<file path="src/rtl/usr_pkg.sv">
// usr_pkg: mode and state encodings shared by the universal shift register and its next-value logic
package usr_pkg;

    typedef enum logic [2:0] {
        M_HOLD = 3'd0,
        M_LOAD = 3'd1,
        M_SHL  = 3'd2,
        M_SHR  = 3'd3,
        M_ROL  = 3'd4,
        M_ROR  = 3'd5,
        M_ASR  = 3'd6,
        M_CLR  = 3'd7
    } usr_mode_t;

    typedef enum logic [0:0] {
        IDLE = 1'b0,
        BUSY = 1'b1
    } usr_state_t;

    // Shift and rotate modes are the contiguous range SHL..ASR
    function automatic logic is_shift(input logic [2:0] m);
        return m >= M_SHL && m <= M_ASR;
    endfunction

endpackage

</file>
<file path="src/rtl/usr_next_val.sv">
// usr_next_val: combinational next-value function of the universal shift register
module usr_next_val
    import usr_pkg::*;
#(
    parameter int WIDTH = 8
) (
    input  logic [WIDTH-1:0] q,
    input  logic [2:0]       op,
    input  logic             sin_l,
    input  logic             sin_r,
    input  logic [WIDTH-1:0] d,
    output logic [WIDTH-1:0] nv
);

    always_comb begin
        nv = q;
        case (usr_mode_t'(op))
            M_LOAD:  nv = d;
            M_SHL:   nv = {q[WIDTH-2:0], sin_r};
            M_SHR:   nv = {sin_l, q[WIDTH-1:1]};
            M_ROL:   nv = {q[WIDTH-2:0], q[WIDTH-1]};
            M_ROR:   nv = {q[0], q[WIDTH-1:1]};
            M_ASR:   nv = {q[WIDTH-1], q[WIDTH-1:1]};
            M_CLR:   nv = '0;
            default: nv = q;
        endcase
    end

endmodule

</file>
<file path="src/rtl/univ_shift_reg.sv">
// univ_shift_reg: universal register with direct modes and a multi-cycle shift/rotate burst engine
module univ_shift_reg
    import usr_pkg::*;
#(
    parameter int WIDTH = 8,
    parameter int CNT_W = $clog2(WIDTH) + 1
) (
    input  logic             clk,
    input  logic             rst,
    input  logic             en,
    input  logic [2:0]       mode,
    input  logic [WIDTH-1:0] d,
    input  logic             sin_l,
    input  logic             sin_r,
    input  logic             start,
    input  logic [CNT_W-1:0] shamt,
    output logic [WIDTH-1:0] q,
    output logic [WIDTH-1:0] qbar,
    output logic             sout_l,
    output logic             sout_r,
    output logic             busy,
    output logic             done
);

    usr_state_t       state;
    logic [2:0]       bmode;
    logic [2:0]       op;
    logic [CNT_W-1:0] rem;
    logic [CNT_W-1:0] amt;
    logic [WIDTH-1:0] nv;

    assign op     = state == BUSY ? bmode : mode;
    assign amt    = shamt > CNT_W'(WIDTH) ? CNT_W'(WIDTH) : shamt;
    assign qbar   = ~q;
    assign sout_l = q[WIDTH-1];
    assign sout_r = q[0];
    assign busy   = state == BUSY;

    usr_next_val #(.WIDTH(WIDTH)) u_nv (
        .q     (q),
        .op    (op),
        .sin_l (sin_l),
        .sin_r (sin_r),
        .d     (d),
        .nv    (nv)
    );

    always_ff @(posedge clk or negedge rst) begin
        if (!rst) begin
            q     <= '0;
            state <= IDLE;
            bmode <= M_HOLD;
            rem   <= '0;
            done  <= 1'b0;
        end else begin
            done <= 1'b0;
            if (en) begin
                if (state == BUSY) begin
                    q   <= nv;
                    rem <= rem - CNT_W'(1);
                    if (rem == CNT_W'(1)) begin
                        state <= IDLE;
                        done  <= 1'b1;
                    end
                end else if (start && is_shift(op)) begin
                    // the start edge only latches the burst; shifting begins on the next edge
                    bmode <= op;
                    rem   <= amt;
                    if (amt == '0) done <= 1'b1;
                    else state <= BUSY;
                end else begin
                    q    <= nv;
                    done <= start;
                end
            end
        end
    end

endmodule
</file>
<file path="config.mk">
export PLATFORM = sky130hd
export DESIGN_NAME = univ_shift_reg
export DESIGN_NICKNAME = d
export VERILOG_FILES = /design/src/rtl/usr_pkg.sv /design/src/rtl/usr_next_val.sv /design/src/rtl/univ_shift_reg.sv
export SDC_FILE = /design/constraint.sdc
export NUM_CORES = 1
export LEC_CHECK = 0
export ABC_AREA = 0
export CORE_MARGIN = 4
export CORE_UTILIZATION = 49
export CTS_BUF_LIST = sky130_fd_sc_hd__clkbuf_2
export CTS_CLUSTER_DIAMETER = 60
export CTS_CLUSTER_SIZE = 40
export DETAILED_ROUTE_END_ITERATION = 10
export GPL_ROUTABILITY_DRIVEN = 0
export PLACE_DENSITY = 0.83
export REMOVE_ABC_BUFFERS = 1
export SETUP_SLACK_MARGIN = 0.5
export SKIP_LAST_GASP = 1
export SYNTH_ARGS = -nofsm -noshare
export SYNTH_HDL_FRONTEND = slang
export SYNTH_SLANG_ARGS = --single-unit
export TNS_END_PERCENT = 50
</file>
<file path="constraint.sdc">
create_clock -name clk -period 2.1 [get_ports clk]
set_clock_uncertainty 0.2 [all_clocks]
set_input_delay 0.63 -clock clk [delete_from_list [all_inputs] [get_ports clk]]
set_output_delay 0.63 -clock clk [all_outputs]
set_load 0.005 [all_outputs]
</file>
==> results of run 1 <==
final timing paths:
kind | start | end | slack, ps | depth (start not counted)
setup / recovery | shamt[0] | done | 40 | 5
setup reg to reg | busy | q[7] | 100 | 7
min in group clk | bmode[2] | bmode[2] | 430 | 1
hold reg to reg | bmode[2] | bmode[2] | 430 | 1
hold / removal | rst | q[0] | 380 | 2
max in group asynchronous | rst | bmode[2] | 1110 | 2
repair_timing:
action,CTS,global route
resized for setup,111,48
setup endpoints to repair,37,37
hold endpoints to repair,0,0
cloned,1,0
pin swaps,12,12
setup buffers,26,10
routing by layer:
metal  up-vias  track usage  routed length (um)
met3        62      0.05319                 728
met4         2       0.1393                 475
met2       175       0.5237                3404
li1        744            -                   -
met5         -            0                  20
met1       886       0.2968                2504
worst register-to-register path, delay by kind of cell, from the launching register on:
| kind | cells | cell delay (ps) |
|---|---|---|
| AO/OA/AOI/OAI | 2 | 320 |
| buffers and inverters | 3 | 440 |
| flip-flops | 1 | 460 |
| multiplexers | 2 | 490 |
kinds of logic (layout without fill, tap and decap cells):
logic type / after synthesis / after routing / share of synthesized area
compound gates: 53 / 53 / 0.2945
xor+xnor: 2 / 2 / 0.01285
fa+ha+maj: 2 / 2 / 0.01835
buf+inv: 25 / 116 / 0.09540
flops: 17 / 17 / 0.3119
mux: 10 / 10 / 0.09266
simple gates: 41 / 41 / 0.1743
through the flow:
stage,std cells,util,hold WS (ps),setup TNS [ps],total power (W)
floorplan,137,-,134.4,-639.7,0.001567
global placement,230,0.7359,398.3,-7391,0.002309
detailed placement,230,0.7359,401.4,-8653,0.002377
CTS,261,0.8635,390.1,0,0.003025
global route,271,0.9596,401.6,-127.1,0.004083
finish,271,0.9596,376.2,0,0.003922
area by class of cell:
cell class,count,area (um2),share of cell area
Clock inverter,1,5.005,0.002031
Timing Repair Buffer,100,889.6,0.3611
Clock buffer,3,15.01,0.006094
Multi-Input combinational cell,108,1033,0.4195
Tap cell,30,37.54,0.01524
Sequential cell,17,430.4,0.1747
Inverter,12,52.55,0.02133
registers in the layout, indices dropped and copies added (netlist names):
register and cells:
rem 4, busy 1, bmode 3, q 8, done 1
power groups by stage:
stage	Combinational (W)	Sequential, W	Clock [W]
global route	0.00321	0.000695	0.000180
floorplan	0.000843	0.000723	0
finish	0.00307	0.000678	0.000175
CTS	0.00223	0.000639	0.000160
global placement	0.00163	0.000682	0
detailed placement	0.00169	0.000689	0
Yosys cell counts, types with 2 or more instances:
cell type,count,area share
nand4b_1,2,0.013
mux2i_1,2,0.015
mux2_1,3,0.025
buf_2,5,0.018
mux2i_2,2,0.020
o31ai_1,2,0.011
mux2_4,3,0.033
nand3_1,5,0.018
nand2b_1,5,0.023
o22ai_1,6,0.028
o221a_1,2,0.017
xnor2_1,2,0.013
buf_6,2,0.017
a211oi_1,2,0.011
dfrtp_1,17,0.31
nor2_1,3,0.0083
nor3_1,2,0.0073
ha_1,2,0.018
inv_1,12,0.033
a221oi_1,6,0.039
nand2_1,11,0.030
buf_4,4,0.022
o21ai_0,14,0.051
a21oi_1,6,0.022
nor2b_1,2,0.0092
==> results.yml, run 1 <==
synthesis:
  synth_cells: 150
  synthFlopType: "dfrtp_1"
  async_flop_share: 1.000
  synth_edf_count: 0
  ys_warn_count: 0
  syn-cell-area_um2: 1364
  synth_cell_types: 53
  synth_seq_cells: 17
  synth-seq-area-share: 0.3119
  syn_avg_cell_area_um2: 9.092
clock_network:
  cts_made_buffers: 3
  clk_latency_ps: 350
  clock-root-buffer: "clkbuf_2"
  cts_tree: "yes"
  cts_hold_buf: 0
  cts_sinks: 17
  clockBufferDepth: 2
  htreeDepth: 1
  clk_pin_slew_ps: 200
cells_and_area:
  diodes: 0
  final_cell_mix: "buf_4 (43), buf_6 (22), clkdlybuf4s50_1 (15)"
  final_common_cell: "buf_4"
  design_area_um2: 2464
  layout.nets: 265
  fillers: 56
  syn2layout_area_growth_pct: 80.64
  drive_above_1_share: 0.5436
detailed_routing:
  vias: 1869
  drtAntennaViolNets: 0
  routedWlPerCell_um: 26.32
  dr.pass1.iters: 5
  drc: 0
  wl_um: 7132
  viasPerCell: 6.897
  drt_iter0_markers: 271
setup_path:
  cpMaxStageDelayCell: "nor4_1"
  critPathArrivalTime_ps: 2150
  critPathTopFamily: "simple AND/OR/NAND/NOR gates"
  critical_path.max_stage_delay_ps: 590
  worstSetupStartpointType: "input pin"
  path_buf_inv: 1
  crit_fanout: 2
  crit_chain: "clkdlybuf4s50_1 > nor4_1 > nand2b_1 > nand3b_1 > a21boi_1"
  crit_path_end_kind: "flop"
  crit_required_ps: 2190
  crit_type: "input pin to flop"
sta:
  fmax_mhz: 485.9
  tightest_slew_ps: 616.0
  rsz0062_at_grt: "true"
  drv_slew: 0
  setup_slack_ps: 42.09
  hold_violations: 0
  fin_crit_sh: 0.9800
  setup_viol: 0
  min_period_ps: 2058
  maxSlewHeadroom: 0.5855
place:
  hpwlAfterDp_um: 2896
  place_ws_ps: -616.8
  portBuffers: 40
  dpl-instance-area_um2: 1889
die:
  die_x_um: 60.76
  die-area_um2: 3691
  row_count: 18
  start_util: 0.5312
  core_um2: 2567
  boundaryPins: 41
  die_y_um: 60.76
power_and_ir_drop:
  internal-power_w: 0.002100
  ir_drop_mv: 1.434
  pwr_density_cell_nw_per_um2: 1592
  pwr-share-seq: 0.173
  p_switching_w: 0.001822
  switching_share: 0.4646
  comb_power_share: 0.783
  clkPwrFrac: 0.045
  p_leak_nw: 1.097
grt:
  grt_overflow_total: 0
  grt_pass1_wl_um: 7603
  grt_antenna_before_repair: 1
  first_global_vias: 1600
  track_usage: 0.2803
  grt_max_degree: 18
run_status:
  outcome: "finished clean"
hold_path:
  hold_path_class: "input pin to asynchronous set/reset pin"
job:
  maxCapViolations: 0
No activity file was read; power rests on OpenSTA's default activity.
==> inputs of run 2 (changes only) <==
--- a/config.mk
+++ b/config.mk
@@ -10,7 +10,7 @@
 export CORE_UTILIZATION = 49
 export CTS_BUF_LIST = sky130_fd_sc_hd__clkbuf_2
 export CTS_CLUSTER_DIAMETER = 60
-export CTS_CLUSTER_SIZE = 40
+export CTS_CLUSTER_SIZE = 25
 export DETAILED_ROUTE_END_ITERATION = 10
 export GPL_ROUTABILITY_DRIVEN = 0
 export PLACE_DENSITY = 0.83
==> results of run 2 <==
Final layout, timing and power as in run 1 (identical DEF).
